$ cat config.mk
export PLATFORM = sky130hd
export DESIGN_NAME = bus_rr_arbiter
export DESIGN_NICKNAME = d
export VERILOG_FILES = /design/src/rtl/bus_rr_arbiter.sv
export SDC_FILE = /design/constraint.sdc
export NUM_CORES = 1
export LEC_CHECK = 0
export CORE_AREA = 10 10 101 103
export CTS_CLUSTER_DIAMETER = 30
export DETAILED_ROUTE_END_ITERATION = 8
export DIE_AREA = 0 0 111 113
export PLACE_DENSITY = 0.78
export SLEW_MARGIN = 20
export SYNTH_ARGS = -nofsm -noshare
export SYNTH_HDL_FRONTEND = slang
export SYNTH_SLANG_ARGS = --single-unit
$ cat constraint.sdc
create_clock -name clk -period 3.35 [get_ports clk]
set_clock_uncertainty 0.05 [all_clocks]
set_input_delay 0.67 -clock clk [delete_from_list [all_inputs] [get_ports clk]]
set_output_delay 0.67 -clock clk [all_outputs]
set_load 0.05 [all_outputs]
$ cat src/rtl/bus_rr_arbiter.sv
`default_nettype none
// ============================================================================
// Module      : bus_rr_arbiter
// Description : N-master to 1-slave round-robin arbiter for the native
//               valid/ready memory bus (valid, instr, ready, addr, wdata,
//               wstrb, rdata). One arbitration cycle in IDLE picks the next
//               requester after the last completed grant. The owner's request
//               is then forwarded combinationally to the slave until the slave
//               completes it.
//               Optional macro BUS_ARB_TIMEOUT_EN adds a BUSY watchdog. When
//               the watchdog fires, the owner gets a ready pulse carrying
//               ERR_DATA and err pulses for one cycle.
// Revision    : 1.0 - initial release
// ============================================================================
module bus_rr_arbiter #(
    parameter int          NUM_MASTERS    = 2,
    parameter int          ADDR_W         = 32,
    parameter int          DATA_W         = 32,
    parameter int          STRB_W         = DATA_W / 8,
    parameter int          TIMEOUT_CYCLES = 256,
    parameter logic [31:0] ERR_DATA       = 32'hDEADBEEF,
    parameter int          GRANT_W        = (NUM_MASTERS > 1) ? $clog2(NUM_MASTERS) : 1
) (
    input  logic                          clk,
    input  logic                          rst,
    // master side
    input  logic [NUM_MASTERS-1:0]        m_valid,
    input  logic [NUM_MASTERS-1:0]        m_instr,
    input  logic [NUM_MASTERS*ADDR_W-1:0] m_addr,
    input  logic [NUM_MASTERS*DATA_W-1:0] m_wdata,
    input  logic [NUM_MASTERS*STRB_W-1:0] m_wstrb,
    output logic [NUM_MASTERS-1:0]        m_ready,
    output logic [DATA_W-1:0]             m_rdata,
    // slave side
    output logic                          s_valid,
    output logic                          s_instr,
    output logic [ADDR_W-1:0]             s_addr,
    output logic [DATA_W-1:0]             s_wdata,
    output logic [STRB_W-1:0]             s_wstrb,
    input  logic                          s_ready,
    input  logic [DATA_W-1:0]             s_rdata,
    // status
    output logic [GRANT_W-1:0]            grant_id,
    output logic                          busy,
    output logic                          err
);

    // ------------------------------------------------------------------------
    // State encoding
    // ------------------------------------------------------------------------
    localparam logic [0:0] C_ST_IDLE = 1'b0;
    localparam logic [0:0] C_ST_BUSY = 1'b1;

    // The pointer starts at the top master, so master 0 wins the first scan.
    localparam logic [GRANT_W-1:0] C_LAST_RESET = GRANT_W'(NUM_MASTERS - 1);

    // ERR_DATA is a 32-bit constant. The cast truncates it or zero-extends it
    // to the bus width.
    localparam logic [DATA_W-1:0] C_ERR_DATA = DATA_W'(ERR_DATA);

    // ------------------------------------------------------------------------
    // Registers and wires
    // ------------------------------------------------------------------------
    logic [0:0]         r_state;
    logic [0:0]         w_state_next;
    logic [GRANT_W-1:0] r_grant;
    logic [GRANT_W-1:0] r_last;
    logic [GRANT_W-1:0] w_rr_pick;
    logic               w_any_req;

    // Per-master views of the packed request buses
    logic [ADDR_W-1:0]  w_addr_arr  [NUM_MASTERS];
    logic [DATA_W-1:0]  w_wdata_arr [NUM_MASTERS];
    logic [STRB_W-1:0]  w_wstrb_arr [NUM_MASTERS];

    // Request fields of the current owner
    logic               w_sel_valid;
    logic               w_sel_instr;
    logic [ADDR_W-1:0]  w_sel_addr;
    logic [DATA_W-1:0]  w_sel_wdata;
    logic [STRB_W-1:0]  w_sel_wstrb;

    // Transaction-end qualifiers, valid only while BUSY
    logic               w_in_busy;
    logic               w_complete;   // slave finished, or the watchdog fired
    logic               w_abandon;    // owner dropped valid before completion
    logic               w_timeout;    // watchdog fires this cycle

    // ------------------------------------------------------------------------
    // Unpack the flat master buses into indexable arrays
    // ------------------------------------------------------------------------
    genvar gi;
    generate
        for (gi = 0; gi < NUM_MASTERS; gi++) begin : g_unpack
            assign w_addr_arr[gi]  = m_addr [gi*ADDR_W +: ADDR_W];
            assign w_wdata_arr[gi] = m_wdata[gi*DATA_W +: DATA_W];
            assign w_wstrb_arr[gi] = m_wstrb[gi*STRB_W +: STRB_W];
        end
    endgenerate

    // Pick the first requester strictly after 'last', wrapping once around the ring.
    function automatic logic [GRANT_W-1:0] f_rr_pick(
        input logic [NUM_MASTERS-1:0] req,
        input logic [GRANT_W-1:0]     last
    );
        logic [GRANT_W-1:0] pick;
        logic               found;
        int                 idx;
        pick  = last;
        found = 1'b0;
        for (int k = 1; k <= NUM_MASTERS; k++) begin
            idx = (int'(last) + k) % NUM_MASTERS;
            if (!found && req[idx]) begin
                found = 1'b1;
                pick  = GRANT_W'(idx);
            end
        end
        return pick;
    endfunction

    // Round-robin choice, evaluated every cycle and consumed only in IDLE
    always_comb begin
        w_any_req = |m_valid;
        w_rr_pick = f_rr_pick(m_valid, r_last);
    end

    // Select the owning master's request fields
    always_comb begin
        w_sel_valid = m_valid[r_grant];
        w_sel_instr = m_instr[r_grant];
        w_sel_addr  = w_addr_arr[r_grant];
        w_sel_wdata = w_wdata_arr[r_grant];
        w_sel_wstrb = w_wstrb_arr[r_grant];
    end

    assign w_in_busy = (r_state == C_ST_BUSY);

`ifdef BUS_ARB_TIMEOUT_EN
    // ------------------------------------------------------------------------
    // BUSY watchdog
    // ------------------------------------------------------------------------
    localparam int                C_CNT_W    = $clog2(TIMEOUT_CYCLES) + 1;
    localparam logic [C_CNT_W-1:0] C_CNT_LAST = C_CNT_W'(TIMEOUT_CYCLES - 1);

    logic [C_CNT_W-1:0] r_tmo_cnt;

    // The counter is held at zero in IDLE, so every BUSY period starts from 0.
    // It advances on each BUSY cycle that does not complete.
    always_ff @(posedge clk) begin
        if (rst) begin
            r_tmo_cnt <= '0;
        end else if (!w_in_busy) begin
            r_tmo_cnt <= '0;
        end else if (!s_ready) begin
            r_tmo_cnt <= r_tmo_cnt + 1'b1;
        end
    end

    // The watchdog fires only while the owner still requests. A real slave
    // completion in the same cycle takes priority.
    assign w_timeout = w_in_busy && w_sel_valid && !s_ready && (r_tmo_cnt == C_CNT_LAST);
`else
    // No watchdog, so BUSY waits for the slave indefinitely. The comparison
    // keeps TIMEOUT_CYCLES referenced, so both builds share one parameter list.
    assign w_timeout = 1'b0 && (TIMEOUT_CYCLES > 0);
`endif

    assign w_complete = w_in_busy && (s_ready || w_timeout);
    assign w_abandon  = w_in_busy && !s_ready && !w_sel_valid;

    // ------------------------------------------------------------------------
    // FSM: state register
    // ------------------------------------------------------------------------
    // A reset in BUSY drops the transaction at the next edge without a ready pulse.
    always_ff @(posedge clk) begin
        if (rst) begin
            r_state <= C_ST_IDLE;
        end else begin
            r_state <= w_state_next;
        end
    end

    // ------------------------------------------------------------------------
    // FSM: next-state logic
    // ------------------------------------------------------------------------
    // IDLE arbitrates whenever anyone requests. BUSY ends on a completion or
    // when the owner withdraws.
    always_comb begin
        w_state_next = r_state;
        case (r_state)
            C_ST_IDLE: begin
                if (w_any_req) begin
                    w_state_next = C_ST_BUSY;
                end
            end
            C_ST_BUSY: begin
                if (w_complete || w_abandon) begin
                    w_state_next = C_ST_IDLE;
                end
            end
            default: begin
                w_state_next = C_ST_IDLE;
            end
        endcase
    end

    // ------------------------------------------------------------------------
    // Grant and round-robin pointer
    // ------------------------------------------------------------------------
    // The grant is latched when arbitration wins. The pointer advances only on
    // a completed transaction, so a withdrawn request leaves fairness unchanged.
    always_ff @(posedge clk) begin
        if (rst) begin
            r_grant <= '0;
            r_last  <= C_LAST_RESET;
        end else begin
            if ((r_state == C_ST_IDLE) && w_any_req) begin
                r_grant <= w_rr_pick;
            end
            if (w_complete) begin
                r_last <= r_grant;
            end
        end
    end

    // ------------------------------------------------------------------------
    // FSM: output logic
    // ------------------------------------------------------------------------
    // In BUSY the owner is forwarded to the slave. The slave port is zeroed
    // elsewhere, so the decoder never sees stale addresses.
    always_comb begin
        s_valid = 1'b0;
        s_instr = 1'b0;
        s_addr  = '0;
        s_wdata = '0;
        s_wstrb = '0;
        m_ready = '0;
        m_rdata = '0;
        err     = 1'b0;
        if (r_state == C_ST_BUSY) begin
            // Retract the slave request in the cycle the watchdog aborts it.
            s_valid          = w_sel_valid && !w_timeout;
            s_instr          = w_sel_instr;
            s_addr           = w_sel_addr;
            s_wdata          = w_sel_wdata;
            s_wstrb          = w_sel_wstrb;
            m_ready[r_grant] = s_ready || w_timeout;
            m_rdata          = w_timeout ? C_ERR_DATA : s_rdata;
            err              = w_timeout;
        end
    end

    assign grant_id = r_grant;
    assign busy     = (r_state == C_ST_BUSY);

endmodule
`default_nettype wire

Word-level counts from Yosys, hierarchy flattened
Index checks and enable logic that the tools add are counted.
{"block": "word_totals", "output_inout_bits": 107, "memories": 0, "rom_bits": 0, "register_bits": 3, "latchBits": 0, "ramBits": 0, "word_cells": 60}
{"block": "classes", "n_shift": 0, "n_mul": 0, "muxes": 34, "n_lt_le_gt_ge": 5, "n_eq_ne": 0, "bitwise": 5, "div_mod_pow": 0, "reduce_logical": 11, "n_addsub": 2}
{"operator": "$mux W32", "n": 9}
{"operator": "$mux W1", "n": 18}
{"operator": "$mux W4", "n": 4}
{"operator": "$logic_and A1 B1 Y1", "n": 6}
{"operator": "$lt A2 B3 Y1 const B", "n": 2}
{"operator": "$logic_not A1 Y1", "n": 3}
{"operator": "$add A1 B1 Y1 const B", "n": 2}
{"operator": "$and A1 B1 Y1 const A", "n": 2}
{"operator": "$and A2 B2 Y2", "n": 1}
{"operator": "$ge A2 B2 Y1 const B", "n": 1}
{"operator": "$lt A1 B2 Y1 const B", "n": 1}
{"operator": "$mux W2", "n": 1}
{"operator": "$not A1 Y2", "n": 1}
{"operator": "$pmux W1 S2", "n": 1}
{"operator": "$reduce_or A2 Y1", "n": 1}
{"operator": "$demux W1 S1", "n": 1}
{"operator": "$ge A1 B1 Y1 const B", "n": 1}
{"operator": "$logic_or A1 B1 Y1", "n": 1}
{"operator": "$not A1 Y1", "n": 1}

Depth between registers and ports, before layout
{"block": "logic_depth", "depth_word": 9, "depth_mapped": 4, "ltp_nobuf": 3}

Worst setup path before layout
No wires, ideal clock.
{"block": "synth_timing", "kind": "register -> output", "start": "register r_grant, in the netlist grant_id", "end": "output port s_addr[0]", "stages_incl_launch_ff": 5, "path_buffers": 2, "t_arrival_ns": 1.795, "setup_slack_ns": 0.835, "path_cell_list": "dfxtp_1 buf_6 buf_6 mux2i_1 nor2b_1"}
{"block": "synth_via", "elab_chain_cells": 5}
{"item": "from (decl)", "line": "66", "rtl": "logic [GRANT_W-1:0] r_grant;"}
{"item": "from (signal assigned)", "line": "218", "rtl": "r_grant <= w_rr_pick;"}
{"item": "$not A1 Y2 (not written as such)", "line": "131", "rtl": "w_sel_addr = w_addr_arr[r_grant];"}
{"item": "$mux W32 (not written as such) (3 in series)", "line": "131"}
{"item": "$mux W32", "line": "240", "rtl": "if (r_state == C_ST_BUSY) begin"}
{"item": "to (decl)", "line": "37", "rtl": "output logic [ADDR_W-1:0] s_addr,"}
No other way between the ends. The select of a mux whose other input is x is not followed.

Worst setup path in the final report
{"block": "layout_timing", "start": "register r_grant, in the netlist grant_id", "end": "output port s_wdata[15]"}
{"block": "layout_via", "elab_chain_cells": 5}
{"item": "$not A1 Y2 (not written as such)", "line": "132", "rtl": "w_sel_wdata = w_wdata_arr[r_grant];"}
{"item": "$mux W32 (not written as such) (3 in series)", "line": "132"}
{"item": "$mux W32", "line": "240"}
{"item": "to (decl)", "line": "38", "rtl": "output logic [DATA_W-1:0] s_wdata,"}
No other way between the ends. The select of a mux whose other input is x is not followed.

==> impl_metrics.csv <==
group,metric,value,unit
floorplanning,ios,282,
cells_and_area,layout_commonest_cell,"clkdlybuf4s50_1",
cells_and_area,multi_input_area,1400,um^2
detailed_routing,ant_nets,0,
global_routing,grt.total_usage,16.8,%
clock_tree,clk-insertion-delay-late,0.21,ns
cells_and_area,mostFrequentLayoutCells,"269 x clkdlybuf4s50_1, 70 x mux2i_1, 70 x nor2b_1",
cells_and_area,area_growth,178,%
detailed_routing,routedWlPerCell,19.7,um
detailed_routing,drtIter0Drc,58,
sta,rsz0062_at_grt,"false",
sta,fin_crit,2.93,ns
clock_tree,cts-root-buf,"clkbuf_8",
detailed_routing,finalWirelength,11500,um
pwr,power,1.05,mW
sta,fmax,0.342,GHz
synthesis,yosysUniqueCellTypes,18,
critical_path,worstPathMaxFanout,27,
clock_tree,clkSinkCount,3,
placement,dpl.cell_count,580,
clock_tree,path_clk_slew,0.03,ns
critical_path,timing.rr.start,"grant_id",
global_routing,grt_pass1_vias,2624,
critical_path,slowest_stage,"clkdlybuf4s50_1",
outcome,status,"complete, no violations",
clock_tree,htreeDepth,1,
floorplanning,std_cell_rows,33,
critical_path,path_cells,"buf_12, mux2i_1, nor2b_1, clkdlybuf4s50_1",
clock_tree,postCtsSetupRepairBufs,0,
floorplanning,die_y,113,um
sta,finalSetupTns,0,ns
cells_and_area,drive_above_1_share,4.80,%
clock_tree,clockBufferDepth,2,
cells_and_area,n_fill_cell,734,
clock_tree,postCtsResizedCells,0,
synthesis,synth_seq_area_share,3.70,%
pwr,cellLeakagePower,1.65,nW
synthesis,synth_seq_cells,3,
sta,fin_crit_sh,87.4,%
floorplanning,start_util,19.9,%
detailed_routing,vias,2467,
sta,max_slew_margin,63.4,%
synthesis,synth_fp_nets,383,
critical_path,r2r_slack,1.85,ns
synthesis,ys.warnings.count,0,
placement,dp_hpwl,10300,um
critical_path,r2r_cells,4,
sta,maxSlewViolCount,0,
run,maxCapViolCount,0,
global_routing,antenna_found_initial,0,
critical_path,slowest_delay,0.84,ns
synthesis,synth_area,1620,um^2
synthesis,synth_area_per_cell,7.80,um^2
critical_path,reg2reg_to,"busy",
pwr,power_density,233,nW/um^2
pwr,peakVddDrop,0.115,mV
global_routing,grt_max_degree,42,
critical_path,startpoint,"grant_id",
global_routing,overflow,0,
cells_and_area,final_core_util,55.5,%
cells_and_area,fin_cells,584,
detailed_routing,drc_errors,0,
sta,finalHoldViolations,0,
detailed_routing,drt_first_pass_iters,4,
floorplanning,die_area,12500,um^2
sta,worst_pin_slew,0.548,ns
clock_tree,hold_buffers,0,
critical_path,worstPathRequired,2.63,ns
cells_and_area,seqCellArea,65.1,um^2
clock_tree,cts_buffers,3,
critical_path,crit_type,"register to output port",
placement,numPortBuffers,280,
global_routing,grt_pass1_wl,16800,um
detailed_routing,viasPerCell,4.22,
clock_tree,cts_tree,"built",
critical_path,crit_end,"s_wdata[15]",
sta,setup_viol,0,
cells_and_area,diodes,0,
cells_and_area,fin_nets,655,
sta,hold_slack,0.414,ns
critical_path,endpoint_kind,"output port",
floorplanning,die_w,111,um
critical_path,start_kind,"register",
placement,place.gp.congestion,0.863,
min_path,hold_path.class,"register to register",
synthesis,synthCells,208,
critical_path,crit_arrival,2.21,ns
floorplanning,core,8130,um^2
[layer usage]
metal	track usage (%)	vias up	part of all wire, %
met3	5.55	8	8.6
met4	2.86	0	0.94
li1	-	1224	-
met2	31.7	143	53
met5	0	-	0
met1	17.9	1092	38
[critical path, delay by kind of cell (launching register included)]
family	cells	cell delay (ns)
buffers and inverters	2	1.11
flip-flops	1	0.62
multiplexers	1	0.10
AND/OR/NAND/NOR	1	0.12
[worst min-delay path by stage]
stage / slack (ns) / depth (start not counted) / start / endpoint
detailed placement: 0.41 / 1 / r_last / r_last
finish: 0.41 / 1 / r_last / r_last
global placement: 0.40 / 1 / r_last / r_last
floorplan: 0.39 / 1 / r_last / r_last
CTS: 0.42 / 1 / r_last / r_last
global route: 0.43 / 1 / r_last / r_last
[per-stage QoR]
stage / instance area [um^2] / setup WS [ns]
finish: 4510 / 0.424
global route: 4510 / 0.317
CTS: 4510 / 0.388
detailed placement: 4470 / 0.443
global placement: 4470 / 0.456
floorplan: 1620 / 0.835
[flip-flops by register name, summed over array words and instances, names as in the netlist]
signal    cells
grant_id      1
r_last        1
busy          1
[cells by family after synthesis]
family	Yosys count	share of synthesized area [%]
buf+inv	21	9.80
compound gates	4	1.70
flops	3	3.70
other cells	1	0.231
simple gates	109	41.4
mux	70	43.2
[layout make-up]
class,count,share of cell area (%)
timing repair buffer,287,63.5
multi-input combinational,184,31.1
tap,105,2.91
sequential,3,1.44
clock buffer,4,0.998
inverter,1,0.0832
[cells in the mapped netlist]
cell	number	area share, %
a211o_1	1	0.54
a21oi_1	1	0.31
and2_1	32	12
and3_1	1	0.39
buf_2	7	2.2
buf_4	1	0.46
buf_6	9	6.3
clkbuf_1	3	0.69
conb_1	1	0.23
dfxtp_1	3	3.7
inv_1	1	0.23
mux2i_1	70	43
nand2_1	2	0.46
nand3b_1	1	0.46
nor2_1	3	0.69
nor2b_1	70	27
o21ai_0	1	0.31
o22a_1	1	0.54
[power by group]
part / internal (mW) / total, mW / leakage (nW) / switching, mW
Sequential: 0.0390 / 0.0575 / 0.0258 / 0.0185
Combinational: 0.417 / 0.890 / 1.60 / 0.472
Clock: 0.0811 / 0.105 / 0.0228 / 0.0235
Total: 0.537 / 1.05 / 1.65 / 0.514
No activity file was read; power rests on OpenSTA's default activity.
